==> src/rtl/phi_pkg.sv <==
// Shared defaults and FSM state type for the T-value autocorrelation generator.
package phi_pkg;

  localparam int BIT_WIDTH    = 32;
  localparam int SAMPLE_WIDTH = 16;
  localparam int I            = 160;
  localparam int FORMANTS     = 5;
  localparam int NU_VALUES    = 3;
  localparam int PROD_SHIFT   = 8;
  localparam int BOUND_W      = 8;

  typedef enum logic [1:0] {
    IDLE  = 2'd0,
    ACCUM = 2'd1,
    FLUSH = 2'd2
  } state_t;

endpackage

==> src/rtl/lag_mac.sv <==
// One lag of the autocorrelation: x[n]*x[n-L], arithmetic shift, accumulate.
// TVALS_SATURATE_EN selects saturating accumulation instead of modulo wrap.
module lag_mac #(
  parameter int BIT_WIDTH    = 32,
  parameter int SAMPLE_WIDTH = 16,
  parameter int PROD_SHIFT   = 8
) (
  input  logic                           clk_i,
  input  logic                           rst_i,
  input  logic                           clear_i,
  input  logic                           en_i,
  input  logic signed [SAMPLE_WIDTH-1:0] x_i,
  input  logic signed [SAMPLE_WIDTH-1:0] x_lag_i,
  output logic signed [BIT_WIDTH-1:0]    acc_next_o
);

  localparam int PROD_W = 2 * SAMPLE_WIDTH;

  logic signed [PROD_W-1:0]    prod;
  logic signed [PROD_W-1:0]    prod_sh;
  logic signed [BIT_WIDTH-1:0] p_ext;
  logic signed [BIT_WIDTH-1:0] base;
  logic signed [BIT_WIDTH-1:0] acc_q;
  logic signed [BIT_WIDTH-1:0] acc_d;

  assign prod    = x_i * x_lag_i;
  assign prod_sh = prod >>> PROD_SHIFT;
  assign p_ext   = BIT_WIDTH'(prod_sh);
  // A frame restart may accept its first sample in the same cycle, so clear feeds the adder.
  assign base    = clear_i ? '0 : acc_q;

`ifdef TVALS_SATURATE_EN
  localparam logic signed [BIT_WIDTH-1:0] ACC_MAX = {1'b0, {(BIT_WIDTH-1){1'b1}}};
  localparam logic signed [BIT_WIDTH-1:0] ACC_MIN = {1'b1, {(BIT_WIDTH-1){1'b0}}};

  logic signed [BIT_WIDTH:0] sum_ext;

  assign sum_ext = {base[BIT_WIDTH-1], base} + {p_ext[BIT_WIDTH-1], p_ext};

  always_comb begin
    acc_d = base;
    if (en_i) begin
      if (sum_ext[BIT_WIDTH] != sum_ext[BIT_WIDTH-1]) begin
        acc_d = sum_ext[BIT_WIDTH] ? ACC_MIN : ACC_MAX;
      end else begin
        acc_d = sum_ext[BIT_WIDTH-1:0];
      end
    end
  end
`else
  assign acc_d = en_i ? (base + p_ext) : base;
`endif

  always_ff @(posedge clk_i) begin
    if (rst_i) begin
      acc_q <= '0;
    end else begin
      acc_q <= acc_d;
    end
  end

  assign acc_next_o = acc_d;

endmodule

==> src/rtl/t_vals_gen.sv <==
// Per-frame lag-0..2 autocorrelation with FORMANTS segment strobes of cumulative sums.
// Optional macro TVALS_SATURATE_EN makes the accumulators saturate (see lag_mac).
module t_vals_gen #(
  parameter int BIT_WIDTH    = phi_pkg::BIT_WIDTH,
  parameter int SAMPLE_WIDTH = phi_pkg::SAMPLE_WIDTH,
  parameter int I            = phi_pkg::I,
  parameter int FORMANTS     = phi_pkg::FORMANTS,
  parameter int NU_VALUES    = phi_pkg::NU_VALUES,
  parameter int PROD_SHIFT   = phi_pkg::PROD_SHIFT
) (
  input  logic                           clk_in,
  input  logic                           rst_in,
  input  logic signed [SAMPLE_WIDTH-1:0] sample_in,
  input  logic                           sample_valid,
  input  logic                           frame_start,
  input  logic [7:0]                     boundary_0,
  input  logic [7:0]                     boundary_1,
  input  logic [7:0]                     boundary_2,
  input  logic [7:0]                     boundary_3,
  input  logic [7:0]                     boundary_4,
  output logic                           output_start,
  output logic                           output_valid,
  output logic [BIT_WIDTH-1:0]           T_vals_0,
  output logic [BIT_WIDTH-1:0]           T_vals_1,
  output logic [BIT_WIDTH-1:0]           T_vals_2,
  output logic                           busy
);

  import phi_pkg::*;

  localparam int K_W = $clog2(FORMANTS + 1);
  localparam logic [7:0]     LAST_N = 8'(I - 1);
  localparam logic [7:0]     N_ONE  = 8'd1;
  localparam logic [K_W-1:0] K_ONE  = K_W'(1);
  localparam logic [K_W-1:0] K_DONE = K_W'(FORMANTS);

  state_t                        state_q, state_d;
  logic [7:0]                    n_q, n_d, n_cur;
  logic [K_W-1:0]                k_q, k_d, k_cur;
  logic [7:0]                    bnd_q [FORMANTS];
  logic [7:0]                    bnd_d [FORMANTS];
  logic [7:0]                    bnd_in [FORMANTS];
  logic [7:0]                    bnd_sel;
  logic signed [SAMPLE_WIDTH-1:0] hist_q [1:NU_VALUES-1];
  logic signed [SAMPLE_WIDTH-1:0] hist_d [1:NU_VALUES-1];
  logic signed [SAMPLE_WIDTH-1:0] lag_x [NU_VALUES];
  logic signed [BIT_WIDTH-1:0]   acc_d [NU_VALUES];
  logic signed [BIT_WIDTH-1:0]   tv_q [NU_VALUES];
  logic                          accept, strobe;
  logic                          start_q, valid_q;

  assign bnd_in[0] = boundary_0;
  assign bnd_in[1] = boundary_1;
  assign bnd_in[2] = boundary_2;
  assign bnd_in[3] = boundary_3;
  assign bnd_in[4] = boundary_4;

  assign accept = sample_valid && (frame_start || (state_q == ACCUM));

  always_comb begin
    bnd_sel = '0;
    for (int j = 0; j < FORMANTS; j++) begin
      if (k_q == K_W'(j)) bnd_sel = bnd_q[j];
    end
  end

  genvar gi;
  generate
    for (gi = 0; gi < NU_VALUES; gi++) begin : g_lag
      // History is forced to zero while a new frame begins.
      if (gi == 0) begin : g_cur
        assign lag_x[gi] = sample_in;
      end else begin : g_hist
        assign lag_x[gi] = frame_start ? '0 : hist_q[gi];
      end

      lag_mac #(
        .BIT_WIDTH   (BIT_WIDTH),
        .SAMPLE_WIDTH(SAMPLE_WIDTH),
        .PROD_SHIFT  (PROD_SHIFT)
      ) u_mac (
        .clk_i     (clk_in),
        .rst_i     (rst_in),
        .clear_i   (frame_start),
        .en_i      (accept),
        .x_i       (sample_in),
        .x_lag_i   (lag_x[gi]),
        .acc_next_o(acc_d[gi])
      );
    end
  endgenerate

  always_comb begin
    state_d = state_q;
    n_d     = n_q;
    k_d     = k_q;
    bnd_d   = bnd_q;
    hist_d  = hist_q;
    n_cur   = n_q;
    k_cur   = k_q;
    strobe  = 1'b0;

    if (frame_start) begin
      state_d = ACCUM;
      n_cur   = '0;
      k_cur   = '0;
      n_d     = '0;
      k_d     = '0;
      bnd_d   = bnd_in;
      for (int j = 1; j < NU_VALUES; j++) hist_d[j] = '0;
    end

    if (accept) begin
      hist_d[1] = sample_in;
      for (int j = 2; j < NU_VALUES; j++) hist_d[j] = frame_start ? '0 : hist_q[j-1];
      n_d = n_cur + N_ONE;
      // Index 0 never matches, so a strobe cannot land on the output_start cycle.
      if ((n_cur != '0) && (k_cur != K_DONE) && (n_cur == bnd_sel)) begin
        strobe = 1'b1;
        k_d    = k_cur + K_ONE;
      end
      if (n_cur == LAST_N) state_d = (k_d == K_DONE) ? IDLE : FLUSH;
    end else if ((state_q == FLUSH) && !frame_start) begin
      strobe = 1'b1;
      k_d    = k_q + K_ONE;
      if (k_d == K_DONE) state_d = IDLE;
    end
  end

  always_ff @(posedge clk_in) begin
    if (rst_in) begin
      state_q <= IDLE;
      n_q     <= '0;
      k_q     <= '0;
      start_q <= 1'b0;
      valid_q <= 1'b0;
      for (int j = 0; j < FORMANTS; j++) bnd_q[j] <= '0;
      for (int j = 1; j < NU_VALUES; j++) hist_q[j] <= '0;
      for (int j = 0; j < NU_VALUES; j++) tv_q[j] <= '0;
    end else begin
      state_q <= state_d;
      n_q     <= n_d;
      k_q     <= k_d;
      bnd_q   <= bnd_d;
      hist_q  <= hist_d;
      start_q <= frame_start;
      valid_q <= strobe;
      if (strobe) begin
        for (int j = 0; j < NU_VALUES; j++) tv_q[j] <= acc_d[j];
      end
    end
  end

  assign output_start = start_q;
  assign output_valid = valid_q;
  assign T_vals_0     = tv_q[0];
  assign T_vals_1     = tv_q[1];
  assign T_vals_2     = tv_q[2];
  assign busy         = (state_q != IDLE);

endmodule

==> config.mk <==
export PLATFORM = sky130hd
export DESIGN_NAME = t_vals_gen
export DESIGN_NICKNAME = d
export VERILOG_FILES = /design/src/rtl/phi_pkg.sv /design/src/rtl/lag_mac.sv /design/src/rtl/t_vals_gen.sv
export SDC_FILE = /design/constraint.sdc
export NUM_CORES = 2
export LEC_CHECK = 0
export ABC_AREA = 1
export CORE_MARGIN = 2
export CORE_UTILIZATION = 58
export DETAILED_ROUTE_END_ITERATION = 12
export GPL_ROUTABILITY_DRIVEN = 0
export PLACE_DENSITY = 0.79
export SETUP_SLACK_MARGIN = 0.3
export SYNTH_ARGS = -nofsm -noshare
export SYNTH_HDL_FRONTEND = slang
export SYNTH_SLANG_ARGS = --single-unit
==> constraint.sdc <==
create_clock -name clk_in -period 9 [get_ports clk_in]
set_input_delay 1.35 -clock clk_in [delete_from_list [all_inputs] [get_ports clk_in]]
set_output_delay 1.35 -clock clk_in [all_outputs]
set_load 0.01 [all_outputs]
==> flow_summary.ini <==
[run_status]
outcome = finished clean

[setup_path]
r2r_start = hist_q[1]
cp-startpoint = sample_in[3]
worstPathMaxFanout = 10
crit_end = tv_q[0][28]
crit_family = adder cells
rr_endpoint = tv_q[0][83]
r2r_cells = 40
crit_path_start_kind = input port
crit_type = input port to register
cp_data_required_time_ps = 9270
crit_top_cell = inv_1
cp_slowest_stage_delay_ps = 590
crit_cells = 40
cp_slowest_cell = fa_1
arrival_ps = 8950
rrSetupSlack_ps = 1120
crit_path_end_kind = register
cp.buffers_inverters = 14

[worst_hold_path]
worstHoldPathType = register to register

[routing]
routedWlPerCell_um = 19.8
routed_via_density = 5.69
vias = 42500
drt_wl_total_mm = 148
drc = 0
drtIter0Drc = 4087
drt_first_pass_iters = 8
ant_nets = 0

[cts]
clk_path_buf_depth = 3
htreeDepth = 2
cts_tree = yes
root_buffer = clkbuf_16
clk_latency_ps = 550
cts_num_sinks = 279
ctsHoldBuffers = 0
clkTransAtPathRegs_ps = 60
numCtsBuffers = 34

[sta]
post-route-period-util = 0.965
timing.slew.headroom = 0.202
layout_min_cycle_time_ps = 8690
hold_viol_final = 0
worst_slack_ps = 314
finalSetupViolations = 0
fmax_ghz = 0.115
rsz0062_at_grt = yes
final.setup_skew_ps = 14.0
setup_tns_ps = 0
tightest_slew_ps = 1200
drv_slew = 0

[die]
rows = 101
fp.dieH_um = 281
initial_core_util = 0.585
core_sq_um = 75800
ios = 159
die-area_sq_um = 78700
dieWidth_um = 281

[placement]
port-buffer-count = 158
dp_hpwl_mm = 107
preCtsSetupSlack_ps = -571

[synthesis]
synth-edff-count = 96
ys_seq_area_frac = 0.148
synthTopCellsByArea = fa_1 (34%), inv_1 (11%), ha_1 (9.6%), nand2_1 (8.3%), dfxtp_1 (8.3%)
ys_seq_elements = 279
ys_types = 60
yosysTopAreaCell = fa_1
syn_area_sq_um = 44400
async_flop_share = 0
syn_inst = 5602
ys_warn_count = 0
avgSynthCellArea_sq_um = 7.92
synth-main-ff-cell = dfxtp_1
syn-num-nets = 6765
synth_top_area_frac = 0.344

[grt]
grt-ovfl-total = 0
grt_pass1_wl_mm = 217
grtUsageTotal = 0.349
antenna_found_initial = 7
grt_max_degree = 95
grt_pass1_vias = 43000

[flow_run]
maxCapViolations = 0

[layout]
syn2layout_area_growth_pct = 27.8
drive_gt1_frac = 0.214
nets = 7636
## final cells by class
type / instances / area (sq um)
Timing Repair Buffer: 1029 / 8940
Tap cell: 978 / 1220
Clock buffer: 47 / 982
Sequential cell: 279 / 6550
Fill cell: 4817 / 19100
Inverter: 1337 / 5080
Timing Repair inverter: 1 / 16.3
Multi-Input combinational cell: 3791 / 33800
Antenna cell: 1 / 2.50
Clock inverter: 14 / 131
## flip-flops by register name, indices dropped and copies added (netlist names)
signal	cells
hist_q	32
k_q	3
bnd_q	40
state_q	2
n_q	8
g_lag.u_mac.acc_q	96
output_valid	1
tv_q	96
output_start	1
## per-stage QoR
stage | cell area [sq um] | util | std cells | hold slack [ps]
global placement | 52800 | 0.697 | 7314 | 470
floorplan | 44700 | - | 5602 | 457
CTS | 54600 | 0.720 | 7412 | 493
finish | 56700 | 0.748 | 7477 | 499
global route | 56700 | 0.748 | 7476 | 515
detailed placement | 52800 | 0.697 | 7314 | 481
## tightest hold or removal path: stages, from the launching register on
cell	delay (ps)
dfxtp_1	310
nand2_1	80
a21oi_1	60
## per-layer routing
| metal | track usage | routed length, um | up-vias |
|---|---|---|---|
| li1 | - | - | 18600 |
| met4 | 0.210 | 12600 | 6 |
| met2 | 0.589 | 70400 | 2628 |
| met5 | 0 | 42 | - |
| met3 | 0.0669 | 15300 | 949 |
| met1 | 0.415 | 50100 | 20400 |
## kinds of logic (layout without fill, tap and decap cells)
kind of cell	Yosys count	count (layout)	share of synthesized area
other cells	0	1	0
xor+xnor	139	139	0.0274
compound gates	648	648	0.0798
fa+ha+maj	1103	1103	0.440
simple gates	1901	1901	0.174
flops	279	279	0.148
buf+inv	1532	2428	0.131
## what timing repair did
action,in CTS,in global routing
gates cloned,2,7
resized for setup,95,409
pin swaps,43,221
setup endpoints to repair,43,110
setup buffers,35,57
## cell usage after synthesis (5+ instances only)
cell and count:
a21oi_1 280, nand3b_1 8, nor4_1 12, o21a_1 8, a31o_2 5, fa_1 763, nand2_4 10, o21bai_1 7
edfxtp_1 96, a31oi_1 21, xor2_1 77, nand3_2 6, clkbuf_1 158, o211ai_1 17, nor2_1 683, xnor2_1 62
inv_1 1320, clkinv_1 11, dfxtp_1 183, nand2_1 980, inv_2 5, nand4_1 27, buf_2 14, o21ai_1 25
o22ai_1 10, ha_1 340, nand3_1 105, nor3_1 29, o21ai_0 222, buf_1 20, nand2_2 19, a21o_1 21
## cells in the final DEF (no fill, tap or decap), types with 78 or more instances in the layout
master              n
inv_1            1277
nand3_1            95
buf_4             782
ha_1              295
nor2_1            631
a21oi_1           222
nand2_2            78
clkdlybuf4s50_1   141
edfxtp_1           96
nand2_1           904
o21ai_0           196
fa_1              727
dfxtp_1           183
## how the worst min path moves through the flow
stage | from | to | cells after the start
final | n_q[6] | n_q[7] | 2
after global routing | bnd_q[35] | bnd_q[35] | 2
after CTS | n_q[6] | n_q[7] | 2
after detailed placement | n_q[6] | n_q[7] | 2
after global placement | n_q[6] | n_q[7] | 2
after floorplan | bnd_q[16] | bnd_q[16] | 2
Power is not shown: default switching activity piles up to over one toggle a cycle in this logic, so the estimate is an artifact.
